==> config.mk <==
export PLATFORM = sky130hd
export DESIGN_NAME = prv32_muldiv
export DESIGN_NICKNAME = d
export VERILOG_FILES = /design/src/rtl/prv32_muldiv.sv
export SDC_FILE = /design/constraint.sdc
export NUM_CORES = 1
export LEC_CHECK = 0
export CAP_MARGIN = 10
export CORE_UTILIZATION = 50
export DETAILED_ROUTE_END_ITERATION = 7
export GPL_TIMING_DRIVEN = 1
export HOLD_SLACK_MARGIN = 0.15
export PLACE_DENSITY = 0.78
export SKIP_CTS_REPAIR_TIMING = 1
export SLEW_MARGIN = 25
export SYNTH_ARGS = -nofsm -noshare
export SYNTH_HDL_FRONTEND = slang
export SYNTH_SLANG_ARGS = --single-unit
==> constraint.sdc <==
create_clock -name clk -period 3.7 [get_ports clk]
set_input_delay 0.555 -clock clk [delete_from_list [all_inputs] [get_ports clk]]
set_output_delay 0.555 -clock clk [all_outputs]
set_load 0.05 [all_outputs]
==> src/rtl/prv32_muldiv.sv <==
// Iterative RV32M multiply/divide unit: radix-2 shift-add multiply, restoring divide,
// one operand bit per cycle, launched by start and finished with a one-cycle done pulse.
module prv32_muldiv #(
  parameter int XLEN = 32
) (
  input  logic            clk,
  input  logic            rst_n,
  input  logic            start,
  input  logic [2:0]      funct3,
  input  logic [XLEN-1:0] a,
  input  logic [XLEN-1:0] b,
  input  logic            flush,
  output logic            busy,
  output logic            done,
  output logic [XLEN-1:0] r
);

  typedef enum logic [1:0] {IDLE, CALC, FIX, DONE} state_t;

  localparam logic [4:0] LAST = 5'(XLEN - 1);

  state_t            state;
  logic [4:0]        cnt;
  logic [2:0]        op;
  logic              sign_a, sign_b, special;
  logic [XLEN-1:0]   mag_a, mag_b;
  logic [2*XLEN-1:0] acc;

  logic            sa_in, sb_in, div_zero, div_ovf;
  logic [XLEN-1:0] mag_a_in, mag_b_in, spec_val;

  always_comb begin
    sa_in    = a[XLEN-1] & (funct3 == 3'b001 || funct3 == 3'b010 ||
                            funct3 == 3'b100 || funct3 == 3'b110);
    sb_in    = b[XLEN-1] & (funct3 == 3'b001 || funct3 == 3'b100 || funct3 == 3'b110);
    mag_a_in = sa_in ? -a : a;
    mag_b_in = sb_in ? -b : b;
    div_zero = funct3[2] && (b == '0);
    div_ovf  = funct3[2] && !funct3[0] && (a == {1'b1, {(XLEN-1){1'b0}}}) && (b == '1);
    // REM by zero returns the dividend; signed-overflow REM returns 0
    if (funct3[1]) spec_val = div_zero ? a : '0;
    else           spec_val = div_zero ? '1 : {1'b1, {(XLEN-1){1'b0}}};
  end

  logic [XLEN:0]     mul_sum, div_sh;
  logic              div_ge;
  logic [XLEN-1:0]   div_rem;
  logic [2*XLEN-1:0] mul_next, div_next;

  always_comb begin
    mul_sum  = {1'b0, acc[2*XLEN-1:XLEN]} + (acc[0] ? {1'b0, mag_a} : '0);
    mul_next = {mul_sum, acc[XLEN-1:1]};
    // shifted partial remainder needs one extra bit before the compare
    div_sh   = acc[2*XLEN-1:XLEN-1];
    div_ge   = div_sh >= {1'b0, mag_b};
    div_rem  = div_ge ? XLEN'(div_sh - {1'b0, mag_b}) : div_sh[XLEN-1:0];
    div_next = {div_rem, acc[XLEN-2:0], div_ge};
  end

  logic              neg;
  logic [2*XLEN-1:0] mul_res;
  logic [XLEN-1:0]   fix_r;

  always_comb begin
    neg     = (op[2] && op[1]) ? sign_a : (sign_a ^ sign_b);
    mul_res = neg ? -acc : acc;
    case (op)
      3'b000:                 fix_r = mul_res[XLEN-1:0];
      3'b001, 3'b010, 3'b011: fix_r = mul_res[2*XLEN-1:XLEN];
      3'b100, 3'b101:         fix_r = neg ? -acc[XLEN-1:0] : acc[XLEN-1:0];
      default:                fix_r = neg ? -acc[2*XLEN-1:XLEN] : acc[2*XLEN-1:XLEN];
    endcase
  end

  always_ff @(posedge clk or negedge rst_n) begin
    if (!rst_n) begin
      state   <= IDLE;
      cnt     <= '0;
      op      <= '0;
      sign_a  <= 1'b0;
      sign_b  <= 1'b0;
      special <= 1'b0;
      mag_a   <= '0;
      mag_b   <= '0;
      acc     <= '0;
      busy    <= 1'b0;
      done    <= 1'b0;
      r       <= '0;
    end else if (flush && state != IDLE) begin
      state <= IDLE;
      busy  <= 1'b0;
      done  <= 1'b0;
    end else begin
      case (state)
        IDLE: if (start && !flush) begin
          op     <= funct3;
          sign_a <= sa_in;
          sign_b <= sb_in;
          mag_a  <= mag_a_in;
          mag_b  <= mag_b_in;
          cnt    <= '0;
          busy   <= 1'b1;
          done   <= 1'b0;
          if (div_zero || div_ovf) begin
            special <= 1'b1;
            acc     <= {{XLEN{1'b0}}, spec_val};
            state   <= FIX;
          end else begin
            special <= 1'b0;
            // low half holds the dividend for divide, the multiplier for multiply
            acc     <= {{XLEN{1'b0}}, funct3[2] ? mag_a_in : mag_b_in};
            state   <= CALC;
          end
        end
        CALC: begin
          acc <= op[2] ? div_next : mul_next;
          cnt <= cnt + 5'd1;
          if (cnt == LAST) state <= FIX;
        end
        FIX: begin
          r     <= special ? acc[XLEN-1:0] : fix_r;
          done  <= 1'b1;
          state <= DONE;
        end
        default: begin
          done  <= 1'b0;
          busy  <= 1'b0;
          state <= IDLE;
        end
      endcase
    end
  end

endmodule

Word level (Yosys, flattened, before mapping)
Index checks and enable logic that the tools add are counted.

cells by class
  add/sub/neg operators = 8
  order comparisons = 1
  equal/unequal tests = 19
  multiplexer cells = 32
  bitwise operators = 4
  reduce and logical (&&, ||, !) cells = 29

operator list
  kind                                                             count
  32-bit two-way mux                                               11
  64-bit two-way mux                                               3
  32-bit negator                                                   4
  64-bit case mux with 2 select lines                              1
  32-bit case mux with 3 select lines                              1
  32-bit == test, second input constant                            2
  64-bit negator                                                   1
  32-bit by 32-bit adder with 33-bit output                        1
  33-bit by 32-bit >= comparator with 1-bit output                 1
  32-bit logical NOT                                               1
  32-bit subtractor                                                1
  31-bit two-way mux                                               1
  3-bit == test, second input constant                             4
  5-bit case mux with 2 select lines                               1
  3-bit by 2-bit == test with 1-bit output, second input constant  3
  2-bit two-way mux                                                4
  2-bit AND reduction                                              4
  1-bit logical AND                                                7
  3-bit by 1-bit == test with 1-bit output, second input constant  2
  1-bit logical OR                                                 6
  1-bit two-way mux                                                6
  3-bit inequality test, second input constant                     2
  2-bit case mux with 3 select lines                               1
  3-bit AND reduction                                              2
  other kinds (18)                                                 23

word-level totals
  register bits = 175
  input port bits = 71
  output and inout bits = 34
  logic and storage cells = 105

Logic depth before layout (Yosys ltp)
Gate-level depths: netlist (run 1).

  depth after elaboration = 10
  depth in mapped cells = 15
  depth with buffers taken out = 13

Least setup slack after synthesis (run 1)
OpenSTA, ideal clock, no wires.

  path kind = register to register
  from = reg acc[32]
  to = reg acc[59]
  setup time = 0.120 ns
  arrival = 2.883 ns
  required time = 3.580 ns
  path slack = 0.697 ns
  stages on the path, launching flop included = 13
  buffers on the path = 2
  clock period less this slack = 3.003 ns
  path through = dfrtp_1 ha_1 nor2b_1 o2111a_1 o2111ai_1 a211oi_1 o211ai_1 a31oi_1 or3_1 clkbuf_1 clkbuf_1 o21ai_0 a31o_2

on the way
  longest elaborated chain between the ends = 4
  elaborated cells on any way between the ends = 6
  those cells by class = 2 x add/sub; 1 x order compare; 3 x mux

ends and longest elaborated chain
  element                                                                                RTL line  source
  from (decl)                                                                            27        logic [2*XLEN-1:0] acc;
  from (signal assigned)                                                                 106       acc <= {{XLEN{1'b0}}, spec_val};
  from (signal assigned)                                                                 111       acc <= {{XLEN{1'b0}}, funct3[2] ? mag_a_in : mag_b_in};
  from (signal assigned)                                                                 116       acc <= op[2] ? div_next : mul_next;
  32-bit subtractor or 33-bit by 32-bit >= comparator with 1-bit output (tied branches)  56, 55
  32-bit two-way mux                                                                     56        div_rem = div_ge ? XLEN'(div_sh - {1'b0, mag_b}) : div_sh[XLEN-1:0];
  64-bit two-way mux (*)                                                                 116
  64-bit case mux with 2 select lines (*)                                                94        case (state)

Mark *: on every way between the ends. The rest lies on a longest branch, timed or not.
A chain may end at the register's enable or synchronous reset.

Final worst setup path (run 1)
  from = reg acc[16]
  to = reg r[12]

on the way
  longest elaborated chain between the ends = 4

ends and longest elaborated chain
  element                              RTL line  source
  64-bit negator                       66        mul_res = neg ? -acc : acc;
  64-bit two-way mux                   66
  32-bit case mux with 3 select lines  67        case (op)
  32-bit two-way mux                   121       r <= special ? acc[XLEN-1:0] : fix_r;
  to (signal assigned)                 121
  to (decl)                            15        output logic [XLEN-1:0] r

No other way between the ends.

==> flow_summary.yaml, run 1 <==
status:
  status: "finished, final reports clean"
synthesis:
  synthArstFlopShare: 1.00
  synth-seq-cells: 175
  ys_seq_area_frac: 0.267
  syn_area_per_cell_sq_um: 7.82
  ys_types: 87
  synth_edf_count: 0
  synthFlopType: "dfrtp_1"
  synth_area_sq_mm: 0.0164
  synth_cells: 2102
  ys_warn_count: 0
  syn_nets: 2250
global_routing:
  overflow: 0
  grt_pass1_wl_um: 101000
  antenna_found_initial: 4
  grt_usage: 0.403
  grt_pass1_vias: 16625
  grt_start_max_net_pins: 139
timing:
  max-slew-margin-rel: 0.415
  tightest_slew_ns: 0.876
  finalSetupViolCount: 0
  timing.fmax_mhz: 276
  fin_crit_ns: 3.62
  skew_ns: 0.00960
  fin_tns_setup_ns: 0
  timing.final.crit_share: 0.978
  hold_violations: 0
  final.setup.worst_slack_ns: 0.0826
  rsz0062_at_grt: "no"
  timing.hold.ws_ns: 0.483
  drv_slew: 0
critical_path:
  slowest_delay_ns: 0.60
  crit_fanout: 5
  critPathSlowestCell: "nor3_1"
  critPathKind: "reg2reg"
  end_kind: "register"
  path_buf_inv: 0
  startpoint_type: "register"
  worst_ep_required_time_ns: 4.02
  critPathTopFamily: "simple AND/OR/NAND/NOR gates"
  arrival_ns: 3.94
  worstPathCellList: "or3_2 > nor3_1 > nand3b_1 > or3_1 > o21ai_0 > o21ai_0 > xor2_1 > a21oi_1 > o21ai_0"
  cp_common_cell: "o21ai_0"
pwr:
  ir_worst_vdd_v: 0.000555
  p_sw_frac: 0.535
  p_per_area_mw_per_mm2: 994
  switching_power_mw: 10.3
  p_int_mw: 8.97
  seq_power_share: 0.188
  combPwrFrac: 0.712
  leakage_nw: 8.37
  power_frac_clock: 0.100
  fin_total_pwr_mw: 19.3
placed_design:
  dp_slack_ns: 0.0110
  dp.final_hpwl_um: 53100
  dp_cells: 2686
  io_buffers: 104
  place_area_sq_mm: 0.0188
  gp_congestion: 1.02
final_layout:
  fin_util: 0.598
  layout-drive-gt1-share: 0.116
  num_antenna_cells: 0
  fin_cells: 2719
  num-nets-final: 2412
  area_delta_synth_final_pct: 18.2
  final_cell_area_sq_mm: 0.0194
floorplan:
  core_sq_mm: 0.0325
  row_count: 66
  die_h_um: 183
  fp.dieW_um: 183
  start_util: 0.506
  ios: 105
  die_area_sq_mm: 0.0336
clock_network:
  htree_levels: 4
  clockBufferDepth: 2
  cts_tree: "done"
  clock_sinks: 175
  clk_pin_slew_worst_paths_ns: 0.08
  clk_latency_ns: 0.46
  numCtsBuffers: 17
  root_buffer: "clkbuf_16"
flow_run:
  max-cap-violations: 0
routing:
  ant_nets: 0
  routed_wl_um: 67800
  detail_route.wl_per_cell_um: 25.0
  drc_errors: 0
  drt_iter0_markers: 1945
  vias: 17628
  vias_per_cell: 6.48
  drtPass1Iterations: 6
hold_path:
  min_path_type: "reg2reg"
## power by group through the flow
stage | Clock [mW] | Combinational (mW) | Sequential [mW]
finish | 1.93 | 13.7 | 3.62
global route | 2.03 | 14.7 | 3.70
CTS | 1.94 | 13.4 | 3.59
detailed placement | 0 | 13.3 | 3.62
global placement | 0 | 13.2 | 3.58
floorplan | 0 | 8.56 | 3.89
## flip-flops by register name (all words and copies together) (netlist names)
register,count
sign_a,1
mag_a,32
state,2
op,3
done,1
cnt,5
busy,1
mag_b,32
r,32
sign_b,1
special,1
acc,64
## worst paths after layout
path	startpoint	cells past startpoint	end	slack (ns)
max	acc[16]$_DFFE_PN0P_	9	r[12]$_DFFE_PN0P_	0.08
min	mag_a[3]$_DFFE_PN0P_	2	mag_a[3]$_DFFE_PN0P_	0.48
max reg2reg	acc[16]$_DFFE_PN0P_	9	r[12]$_DFFE_PN0P_	0.08
min reg2reg	mag_a[3]$_DFFE_PN0P_	2	mag_a[3]$_DFFE_PN0P_	0.48
max in group asynchronous	rst_n	3	acc[31]$_DFFE_PN0P_	2.24
min in group asynchronous	rst_n	2	r[11]$_DFFE_PN0P_	0.66
## synth_stat cells, drive strengths merged (36+ instances only)
cell type    n  area [sq um]
dfrtp      175          4380
nor3        71           377
ha          75           938
clkbuf     119           528
xor2        65           569
inv         86           323
o21ai      234          1170
a31oi       36           225
nor2       139           524
nand2      207           780
nand3       40           205
a21oi      155           776
xnor2       97           850
and2        42           263
mux2i       74           741
## kinds of logic after synthesis
family / share of synthesized area
AND/OR/NAND/NOR: 0.208
XOR/XNOR: 0.0864
multiplexers: 0.0561
buffers and inverters: 0.0612
flip-flops: 0.267
adder cells (fa/ha/maj): 0.0596
AO/OA/AOI/OAI: 0.263
## final cells by class
class	instances	area, sq um
repair buffers	284	2470
inverters	86	323
clock inverters	15	188
clock buffers	17	425
flip-flops and latches	175	4380
fillers	3024	13000
well taps	442	553
multi-input cells	1700	11100
## metal layers
| metal | track usage | share of wire |
|---|---|---|
| met4 | 0.202 | 0.054 |
| met5 | 0 | 0.00019 |
| met2 | 0.613 | 0.43 |
| met1 | 0.542 | 0.42 |
| met3 | 0.0826 | 0.095 |
## worst min-delay path: cells and delay by family, from the launching register on
| family | cells | cell delay (ns) |
|---|---|---|
| compound gates | 1 | 0.06 |
| flops | 1 | 0.35 |
| simple gates | 1 | 0.05 |
## cells in the final DEF, fill, tap and decap left out, drive strengths merged, types with 17 or more instances in the layout
cell and instances:
o211ai 22, clkbuf 17, nor2 139, and3 19
a22oi 23, ha 75, nor3 71, mux2i 74
a21o 26, xnor2 97, o221ai 18, a31oi 36
inv 96, o21ai 234, dfrtp 175, nand4 24
o41ai 17, buf 181, o21a 20, nand3 40
xor2 65, nor4 20, a21oi 155, and2 42
or3 27, o31ai 20, nand2 207, clkdlybuf4s50 102
nand2b 30
Note: power is estimated with default switching activity, not from simulation.
==> inputs of run 2 (changes only) <==
--- a/config.mk
+++ b/config.mk
@@ -10,9 +10,9 @@
 export DETAILED_ROUTE_END_ITERATION = 7
 export GPL_TIMING_DRIVEN = 1
 export HOLD_SLACK_MARGIN = 0.15
-export PLACE_DENSITY = 0.78
+export PLACE_DENSITY = 0.69
 export SKIP_CTS_REPAIR_TIMING = 1
-export SLEW_MARGIN = 25
+export SLEW_MARGIN = 10
 export SYNTH_ARGS = -nofsm -noshare
 export SYNTH_HDL_FRONTEND = slang
 export SYNTH_SLANG_ARGS = --single-unit
==> flow_summary.yaml, run 2 (synthesis results as in run 1) <==
clock_network:
  clk_pin_slew_worst_paths_ns: 0.08
  cts_tree: "done"
  htree_levels: 4
  root_buffer: "clkbuf_16"
  numCtsBuffers: 17
  clockBufferDepth: 2
  clock_sinks: 175
  clk_latency_ns: 0.47
final_layout:
  layout_commonest_cell: "o21ai_0"
  fillers: 3051
  num-nets-final: 2410
  multi_input_area_sq_mm: 0.0111
  regMostFlops: "acc"
  layout_common_cells: "o21ai_0 (230), nand2_1 (206), dfrtp_1 (174)"
  seq_area_sq_mm: 0.00438
  area_delta_synth_final_pct: 18.0
  largest_reg_flops: 64
  layout-drive-gt1-share: 0.114
  num_antenna_cells: 0
floorplan:
  die_area_sq_mm: 0.0336
  fp.dieW_um: 183
  die_h_um: 183
  start_util: 0.506
  ios: 105
  row_count: 66
  core_sq_mm: 0.0325
routing:
  drt_iter0_markers: 1968
  vias: 17408
  drtPass1Iterations: 7
  dr_wl_met3_um: 5330
  ant_nets: 0
  wl_met2_um: 29200
  detail_route.wl_per_cell_um: 24.4
  routed.top_layer: "met5"
  drt-met1-wl_um: 28400
  vias_per_cell: 6.41
  drc_errors: 0
  routed_wl_um: 66300
timing:
  hold_violations: 0
  final.setup.worst_slack_ns: 0.202
  skew_ns: 0.0109
  rsz0062_at_grt: "no"
  timing.final.crit_share: 0.945
  tightest_slew_ns: 0.910
  fin_crit_ns: 3.50
  timing.fmax_mhz: 286
  fin_tns_setup_ns: 0
  max-slew-margin-rel: 0.391
  finalSetupViolCount: 0
  drv_slew: 0
global_routing:
  grt_usage: 0.395
  grt_start_max_net_pins: 139
  grt_pass1_vias: 16286
  grt_pass1_wl_um: 99100
  overflow: 0
  antenna_found_initial: 2
critical_path:
  crit_fanout: 18
  end_kind: "register"
  worst_ep_required_time_ns: 4.03
  critPathKind: "reg2reg"
  arrival_ns: 3.83
  startpoint_type: "register"
  slowest_delay_ns: 0.57
  critPathTopFamily: "compound AO/OA/AOI/OAI gates"
  critPathSlowestCell: "dfrtp_1"
  worstPathCellList: "buf_4 > and2_1 > ha_1 > a21oi_1 > o211ai_1 > a21oi_1 > a211oi_1 > o21ai_0 > a21boi_0 > mux2i_1 > o21ai_0 > o211ai_1"
  path_buf_inv: 1
pwr:
  p_per_area_mw_per_mm2: 986
  ir_worst_vdd_v: 0.000474
  leakage_nw: 8.35
flow_run:
  max-cap-violations: 0
placed_design:
  gp_congestion: 1.04
  dp.final_hpwl_um: 52300
  io_buffers: 104
  dp_slack_ns: 0.0210
status:
  status: "finished, final reports clean"
hold_path:
  min_path_type: "in2async"
==> run 2: metrics by stage <==
step	hold slack [ns]	cell area (sq um)	utilization	total power, mW	instances
floorplan	0.259	16400	-	12.5	2102
global route	0.199	19400	0.597	20.3	2717
finish	0.135	19400	0.597	19.1	2717
detailed placement	0.466	18800	0.579	16.8	2685
global placement	0.454	18800	0.579	16.7	2685
CTS	0.160	19400	0.597	18.8	2717
==> run 2: final timing paths <==
path | cells after the start | start | slack, ns | end
hold / removal | 1 | rst_n | 0.13 | r[10]$_DFFE_PN0P_
setup reg to reg | 12 | acc[0]$_DFFE_PN0P_ | 0.20 | acc[62]$_DFFE_PN0P_
min in group clk | 2 | mag_a[30]$_DFFE_PN0P_ | 0.48 | mag_a[30]$_DFFE_PN0P_
max in group asynchronous | 2 | rst_n | 2.75 | mag_a[19]$_DFFE_PN0P_
setup / recovery | 12 | acc[0]$_DFFE_PN0P_ | 0.20 | acc[62]$_DFFE_PN0P_
hold reg to reg | 2 | mag_a[30]$_DFFE_PN0P_ | 0.48 | mag_a[30]$_DFFE_PN0P_
==> run 2: final cells by class <==
type / instances / area share
clock inverters: 15 / 0.00872
inverters: 86 / 0.0167
flip-flops and latches: 175 / 0.226
well taps: 442 / 0.0285
clock buffers: 17 / 0.0219
repair buffers: 282 / 0.127
multi-input cells: 1700 / 0.571
==> run 2: where the power goes <==
part / internal, mW / switching, mW / leakage, nW / total [mW]
clock: 0.960 / 0.931 / 0.281 / 1.89
combinational: 5.22 / 8.46 / 5.86 / 13.7
sequential: 2.75 / 0.791 / 2.21 / 3.54
==> run 2: routing by layer <==
layer	global-route usage	vias to the layer above
li1	-	7994
met1	0.542	8340
met2	0.608	927
met3	0.0544	145
met4	0.199	2
met5	0	-
==> inputs of run 3 (changes only) <==
--- a/config.mk
+++ b/config.mk
@@ -6,6 +6,7 @@
 export NUM_CORES = 1
 export LEC_CHECK = 0
 export CAP_MARGIN = 10
+export CORE_ASPECT_RATIO = 1.2
 export CORE_UTILIZATION = 50
 export DETAILED_ROUTE_END_ITERATION = 7
 export GPL_TIMING_DRIVEN = 1
==> flow_summary.yaml, run 3 (synthesis results as in run 1) <==
placed_design:
  dp_slack_ns: 0.0678
  io_buffers: 104
  gp_congestion: 1.02
  dp.final_hpwl_um: 53100
global_routing:
  grt_pass1_vias: 16901
  grt_pass1_wl_um: 101000
  antenna_found_initial: 3
  grt_usage: 0.399
  grt_start_max_net_pins: 139
  overflow: 0
routing:
  drt_iter0_markers: 1825
  drc_errors: 0
  ant_nets: 0
  vias: 17368
  detail_route.wl_per_cell_um: 25.0
  drtPass1Iterations: 7
  routed_wl_um: 66800
  vias_per_cell: 6.50
status:
  status: "finished, final reports clean"
timing:
  fin_crit_ns: 3.49
  fin_tns_setup_ns: 0
  timing.final.crit_share: 0.944
  max-slew-margin-rel: 0.318
  drv_slew: 0
  final.setup.worst_slack_ns: 0.208
  timing.fmax_mhz: 286
  rsz0062_at_grt: "no"
  tightest_slew_ns: 1.02
  finalSetupViolCount: 0
  hold_violations: 0
  timing.hold.ws_ns: 0.143
  skew_ns: 0.0129
final_layout:
  fin_util: 0.598
  largest_reg_flops: 64
  area_delta_synth_final_pct: 17.3
  layout_common_cells: "o21ai_0 (230), nand2_1 (206), dfrtp_1 (174)"
  num-nets-final: 2401
  layout-drive-gt1-share: 0.110
  regMostFlops: "acc"
  layout_commonest_cell: "o21ai_0"
critical_path:
  crit_start: "mag_b[0]$_DFFE_PN0P_"
  reg2reg_from: "mag_b[0]$_DFFE_PN0P_"
  arrival_ns: 3.82
  critPathKind: "reg2reg"
  crit_fanout: 4
  startpoint_type: "register"
  worst_ep_required_time_ns: 4.03
  end_kind: "register"
clock_network:
  htree_levels: 4
  clk_pin_slew_worst_paths_ns: 0.07
  clock_sinks: 175
  clockBufferDepth: 2
  root_buffer: "clkbuf_16"
  numCtsBuffers: 17
  cts_tree: "done"
  clk_latency_ns: 0.46
floorplan:
  fp.dieW_um: 167
  core_sq_mm: 0.0323
  ios: 105
  start_util: 0.509
  row_count: 72
  die_h_um: 201
  die_area_sq_mm: 0.0336
hold_path:
  min_path_type: "in2async"
flow_run:
  max-cap-violations: 0
pwr:
  p_per_area_mw_per_mm2: 1000
  fin_total_pwr_mw: 19.4
  leakage_nw: 8.32
  ir_worst_vdd_v: 0.000574
[run 3: layer usage]
| metal | vias to the layer above | part of all wire | global-route usage |
|---|---|---|---|
| met3 | 200 | 0.077 | 0.0793 |
| met2 | 838 | 0.45 | 0.624 |
| met5 | - | 0.00054 | 0 |
| met1 | 8365 | 0.40 | 0.501 |
| li1 | 7959 | - | - |
| met4 | 6 | 0.066 | 0.259 |
[run 3: critical path: stages (launching register included)]
cell and delay [ns]:
dfrtp_1 0.46, ha_1 0.25, inv_1 0.08, fa_1 0.23
a21o_1 0.17, a221oi_1 0.12, nand4b_1 0.24, a21oi_1 0.41
o21ai_0 0.27, o311a_1 0.38, or3b_2 0.47, a31oi_1 0.20
o211ai_1 0.10
[run 3: layout make-up]
| type | instances | area, sq um |
|---|---|---|
| Clock buffer | 19 | 443 |
| Tap cell | 407 | 509 |
| Fill cell | 3041 | 13000 |
| Timing Repair Buffer | 273 | 2340 |
| Antenna cell | 1 | 2.50 |
| Clock inverter | 13 | 201 |
| Inverter | 86 | 323 |
| Sequential cell | 175 | 4380 |
| Multi-Input combinational cell | 1700 | 11100 |
[run 3: path summary, 6_finish.rpt]
kind                                         end  slack [ns]  cells past startpoint
setup / recovery             acc[62]$_DFFE_PN0P_        0.21                     12
setup reg to reg             acc[62]$_DFFE_PN0P_        0.21                     12
hold reg to reg            mag_a[20]$_DFFE_PN0P_        0.47                      2
max in group asynchronous     acc[7]$_DFFE_PN0P_        2.69                      2
min in group clk           mag_a[20]$_DFFE_PN0P_        0.47                      2
hold / removal                  r[6]$_DFFE_PN0P_        0.14                      1
[run 3: stage by stage]
step                      std cells  cell area (sq um)
after floorplan                2102              16400
after global placement         2641              18600
after detailed placement       2641              18600
after CTS                      2673              19300
after global routing           2673              19300
final                          2674              19300
[run 3: report_power, final]
| part | switching [mW] | leakage [nW] | internal (mW) |
|---|---|---|---|
| Clock | 0.879 | 0.309 | 1.17 |
| Sequential | 0.835 | 2.21 | 2.76 |
| Combinational | 8.51 | 5.80 | 5.21 |
==> edit, RTL diff (settings of run 1) <==
Change the parameter `XLEN` from 32 to 16.
--- a/src/rtl/prv32_muldiv.sv
+++ b/src/rtl/prv32_muldiv.sv
@@ -3,3 +3,3 @@
 module prv32_muldiv #(
-  parameter int XLEN = 32
+  parameter int XLEN = 16
 ) (
Interface: changed (resized a, b and r); port bits go from 105 to 57. No check against the original RTL was run, so the function may have changed too.
==> edit against run 1 <==
- via count down 54%
- register-to-register slack better by 0.46 ns
- wire length down 64%
- final area down 52%
- largest cell class unchanged
- sequential cell count down 80
- area after synthesis down 49%
- setup slack better by 0.44 ns
- non-clock buffer count down 199
- power down 55%
==> edit: results (changes against run 1) <==
- Yosys cell types: 72 (-17%)
- Post-synthesis register bit count: 95 (-46%)
- Post-layout nets: 1165 (-52%)
- Clk tree area frac: 3.18% (+0.021 points)
- Slew HR: 48.5% (+7.0 points)
- Synth Area in XOR/XNOR: 8.52% (-0.12 points)
- Dpl ws: 0.160 ns (+0.149 ns)
- CLK BUF: 9 (-8)
- Drt pass-1 iters: 7 (+1)
- Hold Path Class: in2async
- Non-Clock Buffer Area Fraction: 8.32% (-4.4 points)
- Top cells by area, synth: dfrtp_1, o21ai_0, ha_1
- Crit Path Max Fanout: 9 (+4)
- Routed length per instance: 18.8 µm (-24%)
- Status: complete, no violations
- CP peak stage delay: 0.58 ns (-0.02 ns)
- Worst vdd ir: 0.000403 V (-27%)
- Initial drt markers: 843 (-57%)
- Largest net degree at the start of global routing: 76 (-45%)
- Syn_nets: 1133 (-50%)
- Gpl congestion: 0.994 (-2.6%)
- Worst R2R Setup Slack: 0.54 ns (+0.46 ns)
- Worst path arrival time: 3.42 ns (-0.52 ns)
- Design area: 0.00937 mm² (-52%)
- Register share of the cell area: 25.4% (+2.8 points)
- Sequential-to-total area share from yosys stat: 28.6% (+1.9 points)
- Vias: 8075 (-54%)
- Area fraction in compound gates after synthesis: 25.5% (-0.76 points)
## edit: through the flow
stage	hold WS, ns	cells	utilization, %
after global placement	0.455	1286	56.5
after floorplan	0.259	1049	-
after detailed placement	0.463	1286	56.5
final	0.214	1302	58.3
after CTS	0.392	1302	58.3
after global routing	0.271	1302	58.3
## edit: metal layers
layer  vias to the layer above  GRT usage [%]  share of wire [%]
met4                         0           10.8                2.8
li1                       3859              -                  -
met2                       378           45.0                 45
met5                         -              0                  0
met3                        45           4.44                8.0
met1                      3793           42.9                 44
## edit: how the worst max path moves through the flow
stage,startpoint,endpoint,slack (ns),depth (start not counted)
after global placement,b[0],acc[7],0.25,10
after detailed placement,b[0],acc[3],0.16,10
after CTS,b[0],acc[3],0.54,10
after global routing,b[0],acc[7],0.30,10
final,b[0],acc[3],0.53,10
after floorplan,acc[0],acc[30],0.53,13
## edit: power by group
group | total, mW | switching (mW) | internal, mW
logic | 5.71 | 3.38 | 2.33
clock network | 0.946 | 0.470 | 0.476
registers | 2.03 | 0.539 | 1.49
